<file path="config.mk">
export PLATFORM = sky130hd
export DESIGN_NAME = uart_tx_serializer
export DESIGN_NICKNAME = d
export VERILOG_FILES = /design/src/rtl/uart_pkg.sv /design/src/rtl/uart_tx_fifo.sv /design/src/rtl/uart_tx_serializer.sv
export SDC_FILE = /design/constraint.sdc
export NUM_CORES = 1
export LEC_CHECK = 0
export BUFFER_PORTS_ARGS = -buffer_cell sky130_fd_sc_hd__buf_2
export CORE_ASPECT_RATIO = 1.75
export CORE_MARGIN = 2
export CORE_UTILIZATION = 50
export CTS_CLUSTER_SIZE = 28
export DETAILED_ROUTE_END_ITERATION = 10
export PLACE_DENSITY = 0.74
export SYNTH_ARGS = -nofsm -noshare
export SYNTH_HDL_FRONTEND = slang
export SYNTH_SLANG_ARGS = --single-unit
</file>
<file path="constraint.sdc">
create_clock -name PCLK -period 5.6 [get_ports PCLK]
set_clock_uncertainty 0.05 [all_clocks]
set_input_delay 1.12 -clock PCLK [delete_from_list [all_inputs] [get_ports PCLK]]
set_output_delay 1.12 -clock PCLK [all_outputs]
set_load 0.01 [all_outputs]
</file>
<file path="src/rtl/uart_pkg.sv">
// Shared definitions for the UART transmit path: FSM states, word-length codes,
// LCR parity field indices and the frame parity helper.
package uart_pkg;

    typedef enum logic [2:0] {
        IDLE   = 3'd0,
        START  = 3'd1,
        DATA   = 3'd2,
        PARITY = 3'd3,
        STOP   = 3'd4
    } tx_state_t;

    localparam logic [1:0] WL_5 = 2'b00;
    localparam logic [1:0] WL_6 = 2'b01;
    localparam logic [1:0] WL_7 = 2'b10;
    localparam logic [1:0] WL_8 = 2'b11;

    localparam int PAR_EN    = 0;
    localparam int PAR_EVEN  = 1;
    localparam int PAR_STICK = 2;

    // Only the data bits actually sent for this word length contribute to parity.
    function automatic logic parity_bit(input logic [7:0] data,
                                        input logic [1:0] wl,
                                        input logic [2:0] par);
        logic [7:0] mask;
        mask = 8'hFF;
        case (wl)
            WL_5: mask = 8'h1F;
            WL_6: mask = 8'h3F;
            WL_7: mask = 8'h7F;
            WL_8: mask = 8'hFF;
        endcase
        if (par[PAR_STICK]) begin
            return ~par[PAR_EVEN];
        end
        return par[PAR_EVEN] ? ^(data & mask) : ~^(data & mask);
    endfunction

endpackage

</file>
<file path="src/rtl/uart_tx_fifo.sv">
// Synchronous FIFO for the UART transmit buffer (used when UART_TX_FIFO_EN is defined).
// A pop in the same cycle as a push on a full FIFO frees the slot the push lands in.
module uart_tx_fifo #(
    parameter int DEPTH = 16,
    parameter int WIDTH = 8
) (
    input  logic             clk,
    input  logic             rst,
    input  logic             push,
    input  logic             pop,
    input  logic [WIDTH-1:0] wdata,
    output logic [WIDTH-1:0] rdata,
    output logic             full,
    output logic             empty
);
    localparam int AW = (DEPTH > 1) ? $clog2(DEPTH) : 1;
    localparam logic [AW:0] FULL_CNT = (AW + 1)'(DEPTH);

    logic [WIDTH-1:0] mem [DEPTH];
    logic [AW-1:0]    wr_ptr;
    logic [AW-1:0]    rd_ptr;
    logic [AW:0]      count;
    logic             do_push;
    logic             do_pop;

    assign do_pop  = pop && (count != '0);
    assign do_push = push && ((count != FULL_CNT) || do_pop);
    assign rdata   = mem[rd_ptr];
    assign full    = (count == FULL_CNT);
    assign empty   = (count == '0);

    always_ff @(posedge clk) begin
        if (do_push) begin
            mem[wr_ptr] <= wdata;
        end
    end

    always_ff @(posedge clk) begin
        if (rst) begin
            wr_ptr <= '0;
            rd_ptr <= '0;
            count  <= '0;
        end else begin
            if (do_push) wr_ptr <= wr_ptr + 1'b1;
            if (do_pop)  rd_ptr <= rd_ptr + 1'b1;
            case ({do_push, do_pop})
                2'b10:   count <= count + 1'b1;
                2'b01:   count <= count - 1'b1;
                default: count <= count;
            endcase
        end
    end

endmodule

</file>
<file path="src/rtl/uart_tx_serializer.sv">
// UART16550 transmit path: THR buffer, bit timer, LCR-formatted frame FSM and txd register.
// Define UART_TX_FIFO_EN for a FIFO_DEPTH-entry FIFO; otherwise a single holding register.
module uart_tx_serializer
    import uart_pkg::*;
#(
    parameter int FIFO_DEPTH = 16
) (
    input  logic        PCLK,
    input  logic        PRESET,
    input  logic [7:0]  tx_data,
    input  logic        write_flag,
    input  logic [1:0]  word_length,
    input  logic        stop_bits,
    input  logic [2:0]  parity,
    input  logic        set_break,
    input  logic [15:0] baud_rate_cnt,
    output logic        txd,
    output logic        thr_empty,
    output logic        tsr_empty,
    output logic        tx_overflow
);
    tx_state_t   state, state_next;
    logic [15:0] timer, timer_next;
    logic [7:0]  shreg, shreg_next;
    logic [2:0]  bit_cnt, bit_cnt_next;
    logic [1:0]  wl_q;
    logic [2:0]  par_q;
    logic        stop_q;
    logic        par_bit;
    logic [7:0]  buf_data;
    logic        buf_full, buf_empty;
    logic        push, pop, run, tick, line;

    assign run  = (baud_rate_cnt != 16'd0);
    assign tick = run && (timer == 16'd0);
    assign push = write_flag && (!buf_full || pop);

`ifdef UART_TX_FIFO_EN
    uart_tx_fifo #(.DEPTH(FIFO_DEPTH), .WIDTH(8)) u_fifo (
        .clk   (PCLK),
        .rst   (PRESET),
        .push  (push),
        .pop   (pop),
        .wdata (tx_data),
        .rdata (buf_data),
        .full  (buf_full),
        .empty (buf_empty)
    );
`else
    logic       hold_valid;
    logic [7:0] hold_data;
    logic       unused_depth;

    assign unused_depth = (FIFO_DEPTH > 1);

    always_ff @(posedge PCLK) begin
        if (PRESET) begin
            hold_valid <= 1'b0;
            hold_data  <= 8'd0;
        end else if (push) begin
            hold_data  <= tx_data;
            hold_valid <= 1'b1;
        end else if (pop) begin
            hold_valid <= 1'b0;
        end
    end

    assign buf_data  = hold_data;
    assign buf_full  = hold_valid;
    assign buf_empty = ~hold_valid;
`endif

    // A zero baud count freezes everything, including the pop out of IDLE.
    always_comb begin
        state_next   = state;
        timer_next   = timer;
        shreg_next   = shreg;
        bit_cnt_next = bit_cnt;
        pop          = 1'b0;
        line         = 1'b1;
        case (state)
            IDLE: if (run && !buf_empty) begin
                pop        = 1'b1;
                state_next = START;
            end
            START: if (tick) begin
                state_next   = DATA;
                bit_cnt_next = 3'd0;
            end
            DATA: if (tick) begin
                shreg_next = {1'b0, shreg[7:1]};
                if (bit_cnt == {1'b0, wl_q} + 3'd4) begin
                    bit_cnt_next = 3'd0;
                    state_next   = par_q[PAR_EN] ? PARITY : STOP;
                end else begin
                    bit_cnt_next = bit_cnt + 3'd1;
                end
            end
            PARITY: if (tick) begin
                state_next   = STOP;
                bit_cnt_next = 3'd0;
            end
            STOP: if (tick) begin
                if (bit_cnt == {2'b00, stop_q}) begin
                    if (!buf_empty) begin
                        pop        = 1'b1;
                        state_next = START;
                    end else begin
                        state_next = IDLE;
                    end
                end else begin
                    bit_cnt_next = bit_cnt + 3'd1;
                end
            end
            default: state_next = IDLE;
        endcase

        if (pop) shreg_next = buf_data;

        if (run) begin
            if (tick || pop) begin
                timer_next = baud_rate_cnt - 16'd1;
            end else if (state != IDLE) begin
                timer_next = timer - 16'd1;
            end
        end

        // txd follows the state being entered so START appears on the pop edge.
        case (state_next)
            START:   line = 1'b0;
            DATA:    line = shreg_next[0];
            PARITY:  line = par_bit;
            default: line = 1'b1;
        endcase
    end

    always_ff @(posedge PCLK) begin
        if (PRESET) begin
            state       <= IDLE;
            timer       <= 16'd0;
            shreg       <= 8'd0;
            bit_cnt     <= 3'd0;
            wl_q        <= WL_5;
            par_q       <= 3'd0;
            stop_q      <= 1'b0;
            par_bit     <= 1'b0;
            txd         <= 1'b1;
            tx_overflow <= 1'b0;
        end else begin
            state   <= state_next;
            timer   <= timer_next;
            shreg   <= shreg_next;
            bit_cnt <= bit_cnt_next;
            if (pop) begin
                wl_q    <= word_length;
                par_q   <= parity;
                stop_q  <= stop_bits;
                par_bit <= parity_bit(buf_data, word_length, parity);
            end
            txd         <= set_break ? 1'b0 : line;
            tx_overflow <= write_flag && buf_full && !pop;
        end
    end

    assign thr_empty = buf_empty;
    assign tsr_empty = buf_empty && (state == IDLE);

endmodule

</file>
# Yosys cells after proc, flatten, opt, wreduce, memory -nomap -nowiden
# Cells that the tools add are included.
# W data, S select, Z words.
# classes
add_sub_neg	4
eq_ne	16
muxes	39
bitwise_logic	3
n_reduce_logical	26
# op_table
operator	count
$mux W8	5
$mux W3	13
$mux W16	2
$pmux W8 S4	1
$sub A16 B1 Y16 const B	2
$logic_not A16 Y1	1
$reduce_bool A16 Y1	1
$pmux W3 S5	1
$mux W1	14
$eq A3 B2 Y1 const B	4
$pmux W3 S3	1
$and A8 B8 Y8	1
$reduce_bool A2 Y1	4
$reduce_xnor A8 Y1	1
$reduce_xor A8 Y1	1
$eq A3 B1 Y1 const B	2
$logic_and A1 B1 Y1	6
$ne A2 B2 Y1 const B	3
$reduce_bool A3 Y1	2
$reduce_and A5 Y1	1
$eq A2 B2 Y1 const B	2
$reduce_and A2 Y1	2
$add A2 B3 Y3 const B	1
$add A3 B1 Y3 const B	1
13 further kinds	16
# totals
reg_bits	46
in_bits	34
output_inout_bits	4
wordCells	101

# Logic depth before layout (Yosys ltp)
# Gate-level depths: netlist of run 1.
# depth
word_depth	10
ltp_mapped	16
mapped_depth_nobuf	13

# Least setup slack after synthesis of run 1
# Ideal clock, no wire load.
# synth_timing
path_type	input -> register
from	input baud_rate_cnt[1]
to	register timer[12]
setup_ps	74
t_arrival_ps	5182
t_required_ps	5476
path_slack_ps	293
path_stages	16
path_buffers	3
cell_sequence	nor4_1 > nand4b_1 > nor3_2 > buf_2 > nor2_1 > clkbuf_1 > buf_2 > mux2i_1 > ha_1 > or3b_1 > or4_1 > or4_1 > nor3_2 > o22ai_1 > or3_1 > a31oi_1
# synth_via
elab_chain_len	7
elab_cells_between_ends	11
cone_classes	add/sub: 1; mux: 4; reduce/logical: 6
# synth_rtl
item	line	rtl
start, declared	uart_tx_serializer.sv:16	input logic [15:0] baud_rate_cnt,
$reduce_bool A16 Y1	uart_tx_serializer.sv:34	assign run = (baud_rate_cnt != 16'd0);
$logic_and A1 B1 Y1, on equally long branches	uart_tx_serializer.sv:35, uart_tx_serializer.sv:82	
$mux W1, on equally long branches	uart_tx_serializer.sv:103, uart_tx_serializer.sv:82	
$pmux W1 S2	uart_tx_serializer.sv:81	case (state)
$logic_or A1 B1 Y1	uart_tx_serializer.sv:121	if (tick || pop) begin
$reduce_bool A2 Y1 (no line)	-	
$reduce_and A2 Y1 (no line)	-	
end signal, assigned	uart_tx_serializer.sv:151	timer <= timer_next;
end, declared	uart_tx_serializer.sv:23	logic [15:0] timer, timer_next;
# Parallel ways exist; a longest one is shown, timed or not.
# A chain may end at the register's enable or synchronous reset.

# Worst setup path in the final report of run 1
# layout_timing
from	input baud_rate_cnt[0]
to	register timer[12]
# The elaborated chain is that of the path after synthesis.

==> run summary, run 1 <==
largest net degree at the start of global routing = 45
Vias = 2762
number of fill cells = 510
Placed Cells = 455
Max FO, Critical Path = 6
first drt pass iteration count = 4
Peak VDD IR = 0.000220 V
WS Path Type = in2reg
Avg Inst Size Synth = 7.68 um2
CP endpoint kind = flip-flop
postcts setup bufs = 0
Die Width = 60.1 um
first-pass GRT wire length = 11.8 mm
worst reg2reg startpoint = timer[0]$_SDFFE_PP0P_
Synth Cell Area = 2760 um2
top-area cell type share of the netlist area = 33.4%
worst path bufs/invs = 1
Lkg Pwr = 0.00114 uW
vias per std cell = 5.97
Longest Clk Path Bufs = 2
post-synth cell types = 59
count leader, synth = dfxtp_1
TritonCTS Sinks = 46
slowest CP cell = or4_1
Synth Area in Compound Gates = 24.0%
Top delay family on crit path = simple AND/OR/NAND/NOR gates
predominant post-synthesis flop cell = dfxtp_1
final RePlAce weighted congestion = 0.941
post-CTS sizing = 0
Seq/Total Area, Yosys = 33.4%
setup TNS = 0 ns
total core area = 5300 um2
top cells by count, synth = dfxtp_1, nor2_1, nand2_1
Hold Buf Count CTS = 0
Power per Cell Area = 464 nW/um2
CP Launch Point = baud_rate_cnt[0]
outcome = completed
max-slew violations = 0
overall die area = 6150 um2
GRT Util Overall = 24.8%
Core Rows = 35
clock slew at the register clock pins of the worst setup and hold paths = 0.10 ns
fraction of registers with async set/reset = 0%
Syn Nets = 395
Final min period = 4.80 ns
DRT iter0 DRCs = 215
post-synthesis mux area share = 4.36%
number of cells in the finished layout apart from fillers = 463
RSZ-0062 raised after global routing = no
Die Span Y = 102 um
I/O pins = 38
Post-synth EDFFs = 0
WP data required = 5.79 ns
max_cap viols = 0
f_max = 0.208 GHz
CP Data Arrival Time = 4.99 ns
Root Driver = clkbuf_8
Post-DP Area = 2970 um2
drt wl/cell = 15.2 um
layout cells sized above 1 = 15.2%
initial antenna violation count = 0
Synth area leader = dfxtp_1
Period Utilization, post-route = 85.7%
register area = 921 um2
DP Wirelength = 5.12 mm
final hold violations = 0
CTS tree = built
endpoints failing setup = 0
port bufs = 37
HP Class = reg2reg
NumNets Final = 424
post-route cell area = 3070 um2
total gr overflow = 0
Mapped Cells = 359
ANT nets after route = 0
H-tree Lvls = 2
footprint of the multi-input gates = 1730 um2
initial core utilization = 52.0%
CP max stage delay = 0.46 ns
post-synthesis xor/xnor area fraction = 4.13%
worst-margin pin slew = 1.11 ns
worst-skew pair later-pin latency = 0.31 ns
Slew HR = 25.7%
final worst slack = 0.801 ns
Min-Delay Startpoint = shreg[4]$_SDFFE_PP0P_
main area contributors after synthesis = dfxtp_1, a21oi_1, nor2_1, nand2_1, mux2i_1
largest family of logic cells by synthesized area = simple AND/OR/NAND/NOR gates
Cell Chain, Critical Path = buf_2 -> nor4_1 -> nand4b_1 -> nor3_2 -> nor2_1 -> mux2i_1 -> ha_1 -> or3b_1 -> or4_1 -> or4_1 -> nor3_2 -> o22ai_1 -> or3_1 -> a31oi_1
Place WS = 0.479 ns
# DRC = 0
startpoint types = input port
diode count = 0
number of global-route vias before repair = 2689
YS warnings = 0
Total Wirelength = 7.05 mm
Adder-Cell Fraction of Synth Area = 0.907%
#FFs+latches synth = 46
Simple-Gate Fraction of Synth Area = 29.3%
Area Overhead vs Synth = 11.3%
Num CTS Buffers = 5
==> power breakdown <==
part	internal [uW]	total (uW)	switching [uW]
Combinational	281	722	441
Clock	93.6	226	133
Sequential	397	476	78.8
==> layer usage <==
metal,up-vias,global-route usage (%),part of all wire [%],routed length (um)
met5,-,0,0,0
met4,0,12.8,2.6,181
met3,19,3.92,4.2,299
met2,84,45.4,54,3790
met1,1283,26.2,39,2780
li1,1376,-,-,-
==> cells in the final DEF, fill, tap and decap left out, types with 9 or more instances in the layout <==
| cell | instances |
|---|---|
| nor4_1 | 9 |
| dfxtp_1 | 46 |
| nor3_1 | 13 |
| buf_2 | 37 |
| a21oi_1 | 36 |
| o21ai_0 | 20 |
| mux2i_1 | 12 |
| nand2_1 | 42 |
| nor2_1 | 43 |
| xnor2_1 | 9 |
==> final cells by class <==
| class | count | area share [%] |
|---|---|---|
| clock buffers | 5 | 2.24 |
| clock inverters | 3 | 0.938 |
| repair buffers | 40 | 6.77 |
| multi-input cells | 289 | 56.3 |
| well taps | 74 | 3.02 |
| inverters | 6 | 0.734 |
| flip-flops and latches | 46 | 30.0 |
==> logic make-up (layout without fill, tap and decap cells) <==
group / Yosys count / after routing
buffers and inverters: 24 / 54
AOI/OAI and AO/OA: 103 / 103
DFF: 46 / 46
adders and majority gates: 2 / 2
xor gates and xnor gates: 13 / 13
and+or+nand+nor: 159 / 159
muxes: 12 / 12
==> flip-flops by register name, indices dropped and copies added, names as in the netlist <==
name,flops
timer,16
buf_data,8
shreg,8
bit_cnt,3
state,3
wl_q,2
buf_full,1
par_bit,1
par_q,1
stop_q,1
tx_overflow,1
txd,1
==> through the flow <==
step | utilization, % | hold slack, ns | power [uW]
floorplan | - | 0.386 | 1030
global placement | 56.1 | 0.392 | 1180
detailed placement | 56.1 | 0.401 | 1190
finish | 57.9 | 0.414 | 1420
CTS | 57.9 | 0.416 | 1420
global route | 57.9 | 0.442 | 1550
==> worst register-to-register path: stages (launching register included) <==
cell	delay [ns]
dfxtp_1	0.37
or4_4	0.57
nor3_1	0.35
a21boi_0	0.33
nor2_1	0.30
mux2i_1	0.23
ha_1	0.19
or3b_1	0.40
or4_1	0.45
or4_1	0.46
nor3_2	0.23
o22ai_1	0.13
or3_1	0.39
a31oi_1	0.15
==> final timing paths <==
kind | to | slack (ns) | cells past startpoint
worst min register to register | shreg[4]$_SDFFE_PP0P_ | 0.41 | 2
worst max register to register | timer[12]$_SDFFE_PP0P_ | 0.92 | 13
worst min-delay path | shreg[4]$_SDFFE_PP0P_ | 0.41 | 2
worst max-delay path | timer[12]$_SDFFE_PP0P_ | 0.80 | 14
Note: power is estimated with default switching activity, not from simulation.
==> inputs of run 2 (changes only) <==
ABC_AREA = 1   (was default)
PLACE_DENSITY = 0.73   (was 0.74)
==> run 2 against run 1 <==
Effect of this change:
- first-iteration DRC count fell by 42%
- register-to-register slack improved by 1.6 ns
- total power fell by 1.8%
==> run summary, run 2 <==
Internal = 725 uW (-6.1%)
WP data required = 5.76 ns (-0.03 ns)
predominant post-synthesis flop cell = dfxtp_1
Total Power = 1400 uW (-1.8%)
Final min period = 3.61 ns (-1.19 ns)
port bufs = 37 (unchanged)
Lkg Pwr = 0.00148 uW (+29%)
Peak VDD IR = 0.000205 V (-6.5%)
Reg power frac = 32.2% (-1.2 points)
DP Wirelength = 5.59 mm (+9.2%)
fraction of registers with async set/reset = 0% (unchanged)
CP Data Arrival Time = 3.77 ns (-1.22 ns)
Core Rows = 36 (+2.9%)
worst reg2reg path endpoint = timer[14]$_SDFFE_PP0P_
Reg2Reg Depth = 15 (+2)
post-CTS sizing = 0 (unchanged)
CTS tree = built
max reg flops = 16 (unchanged)
overall die area = 6430 um2 (+4.6%)
H-tree Lvls = 2 (unchanged)
initial antenna violation count = 0 (unchanged)
outcome = completed
largest net degree at the start of global routing = 45 (unchanged)
worst-skew pair later-pin latency = 0.31 ns (about the same)
worst-margin pin slew = 1.07 ns (-0.0424 ns)
Die Width = 61.5 um (+2.2%)
number of global-route vias before repair = 2820 (+4.9%)
Avg Inst Size Synth = 6.31 um2 (-18%)
max_cap viols = 0 (unchanged)
hold depth = 2 (unchanged)
Die Span Y = 105 um (+2.3%)
final RePlAce weighted congestion = 0.936 (-0.58%)
worst reg2reg startpoint = timer[8]$_SDFFE_PP0P_
DRT iter0 DRCs = 125 (-42%)
CP Launch Point = baud_rate_cnt[2]
Net Sw Frac = 48.2% (+2.4 points)
Seq/Total Area, Yosys = 31.9% (-1.5 points)
Synth Cell Area = 2890 um2 (+4.8%)
endpoints failing setup = 0 (unchanged)
Total Wirelength = 7.30 mm (+3.6%)
NumNets Final = 525 (+24%)
Slew HR = 28.7% (+3.1 points)
Psw = 674 uW (+3.3%)
Min-Delay Endpoint = stop_q$_SDFFE_PP0P_
postcts setup bufs = 0 (unchanged)
ANT nets after route = 0 (unchanged)
max-slew violations = 0 (unchanged)
Max FO, Critical Path = 44 (+38)
number of fill cells = 599 (+17%)
Mapped Cells = 458 (+28%)
total core area = 5590 um2 (+5.4%)
Area Overhead vs Synth = 9.78%
layout cells sized above 1 = 15.3% (+0.14 points)
Hold Buf Count CTS = 0 (unchanged)
Biggest register = timer
top-area cell type share of the netlist area = 31.9% (-1.5 points)
YS warnings = 0 (unchanged)
TritonCTS Sinks = 46 (unchanged)
main area contributors after synthesis = dfxtp_1, nand2_1, nor2_1, inv_1, o21ai_0
Num CTS Buffers = 5 (unchanged)
startpoint types = input port
f_max = 0.277 GHz (+33%)
total gr overflow = 0 (unchanged)
Synth area leader = dfxtp_1
Longest Clk Path Bufs = 2 (unchanged)
Min-Delay Startpoint = stop_q$_SDFFE_PP0P_
WS Path Type = in2reg
flop-to-flop setup slack = 2.52 ns (+1.60 ns)
GRT Util Overall = 24.8% (-0.028 points)
post-synth cell types = 31 (-47%)
Vias = 2954 (+7.0%)
first-pass GRT wire length = 12.1 mm (+2.4%)
Root Driver = clkbuf_8
RSZ-0062 raised after global routing = no
Post-synth EDFFs = 0 (unchanged)
vias per std cell = 5.22 (-13%)
count leader, synth = nand2_1
first drt pass iteration count = 4 (unchanged)
HP Class = reg2reg
top cells by count, synth = nand2_1, nor2_1, inv_1
Period Utilization, post-route = 64.4% (-21 points)
Power per Cell Area = 441 nW/um2 (-5.0%)
Comb pwr share = 53.0% (+2.3 points)
most common cell after layout, fill and taps aside = nand2_1
Syn Nets = 494 (+25%)
# DRC = 0 (unchanged)
clock slew at the register clock pins of the worst setup and hold paths = 0.09 ns (about the same)
drt wl/cell = 12.9 um (-15%)
setup TNS = 0 ns (unchanged)
diode count = 0 (unchanged)
clock power share = 14.8% (-1.1 points)
CP endpoint kind = flip-flop
initial core utilization = 51.7% (-0.30 points)
final hold violations = 0 (unchanged)
#FFs+latches synth = 46 (unchanged)
I/O pins = 38 (unchanged)
most frequent cells in the layout = nand2_1, nor2_1, inv_1
run 2: logic make-up (layout without fill, tap and decap cells):
group	Yosys count	count (layout)	synth area share [%]
AO/OA/AOI/OAI	97	97	19.7
AND/OR/NAND/NOR	222	222	32.9
buffers and inverters	82	114	12.0
XOR/XNOR	9	9	2.73
flip-flops	46	46	31.9
adder cells (fa/ha/maj)	2	2	0.866
run 2: worst max-delay path by stage:
stage | to | slack [ns] | depth (start not counted)
global route | timer[14]$_SDFFE_PP0P_ | 1.76 | 17
global placement | timer[14]$_SDFFE_PP0P_ | 1.78 | 17
finish | timer[14]$_SDFFE_PP0P_ | 1.99 | 17
CTS | timer[14]$_SDFFE_PP0P_ | 2.03 | 17
detailed placement | timer[14]$_SDFFE_PP0P_ | 1.71 | 17
floorplan | timer[8]$_SDFFE_PP0P_ | 2.78 | 14
run 2: critical path, stage by stage:
cell and delay (ns):
buf_2 0.10, nor2_1 0.06, nand2_1 0.10, nor2_2 0.05
nand2_2 0.07, nand2_1 0.08, o21ai_4 0.82, nand2_1 0.21
o21ai_4 0.17, ha_1 0.25, inv_1 0.07, nor2_1 0.30
nand2_1 0.09, nand2_1 0.06, nand3_1 0.07, nand2_1 0.08
inv_1 0.04
run 2: power groups by stage:
| stage | combinational [uW] | clock [uW] | sequential (uW) |
|---|---|---|---|
| after floorplan | 598 | 0 | 444 |
| after CTS | 735 | 212 | 450 |
| after global routing | 842 | 224 | 460 |
| after detailed placement | 732 | 0 | 458 |
| after global placement | 724 | 0 | 456 |
| final | 742 | 207 | 450 |
run 2: layout make-up:
type / count / area (um2) / share of cell area, %
multi-input combinational: 330 / 1620 / 51.1
tap: 76 / 95.1 / 3.00
clock buffer: 6 / 72.6 / 2.29
inverter: 68 / 255 / 8.04
clock inverter: 2 / 13.8 / 0.434
timing repair buffer: 38 / 193 / 6.07
sequential: 46 / 921 / 29.0
run 2: stage by stage:
| step | cell area, um2 | hold slack [ns] | utilization, % | worst slack (ns) | std cells |
|---|---|---|---|---|---|
| 2_1_floorplan | 2890 | 0.391 | - | 2.78 | 458 |
| 3_3_place_gp | 3090 | 0.407 | 55.3 | 1.78 | 558 |
| 3_5_place_dp | 3090 | 0.410 | 55.3 | 1.71 | 558 |
| 4_1_cts | 3170 | 0.424 | 56.8 | 2.03 | 566 |
| 5_1_grt | 3170 | 0.455 | 56.8 | 1.76 | 566 |
| 6_report | 3170 | 0.426 | 56.8 | 1.99 | 566 |
run 2: per-layer routing:
| metal | vias up | global-route usage [%] | share of wire, % |
|---|---|---|---|
| met5 | - | 0 | 0 |
| met2 | 85 | 44.5 | 54 |
| li1 | 1520 | - | - |
| met1 | 1314 | 24.9 | 37 |
| met3 | 35 | 3.71 | 3.5 |
| met4 | 0 | 15.2 | 5.8 |
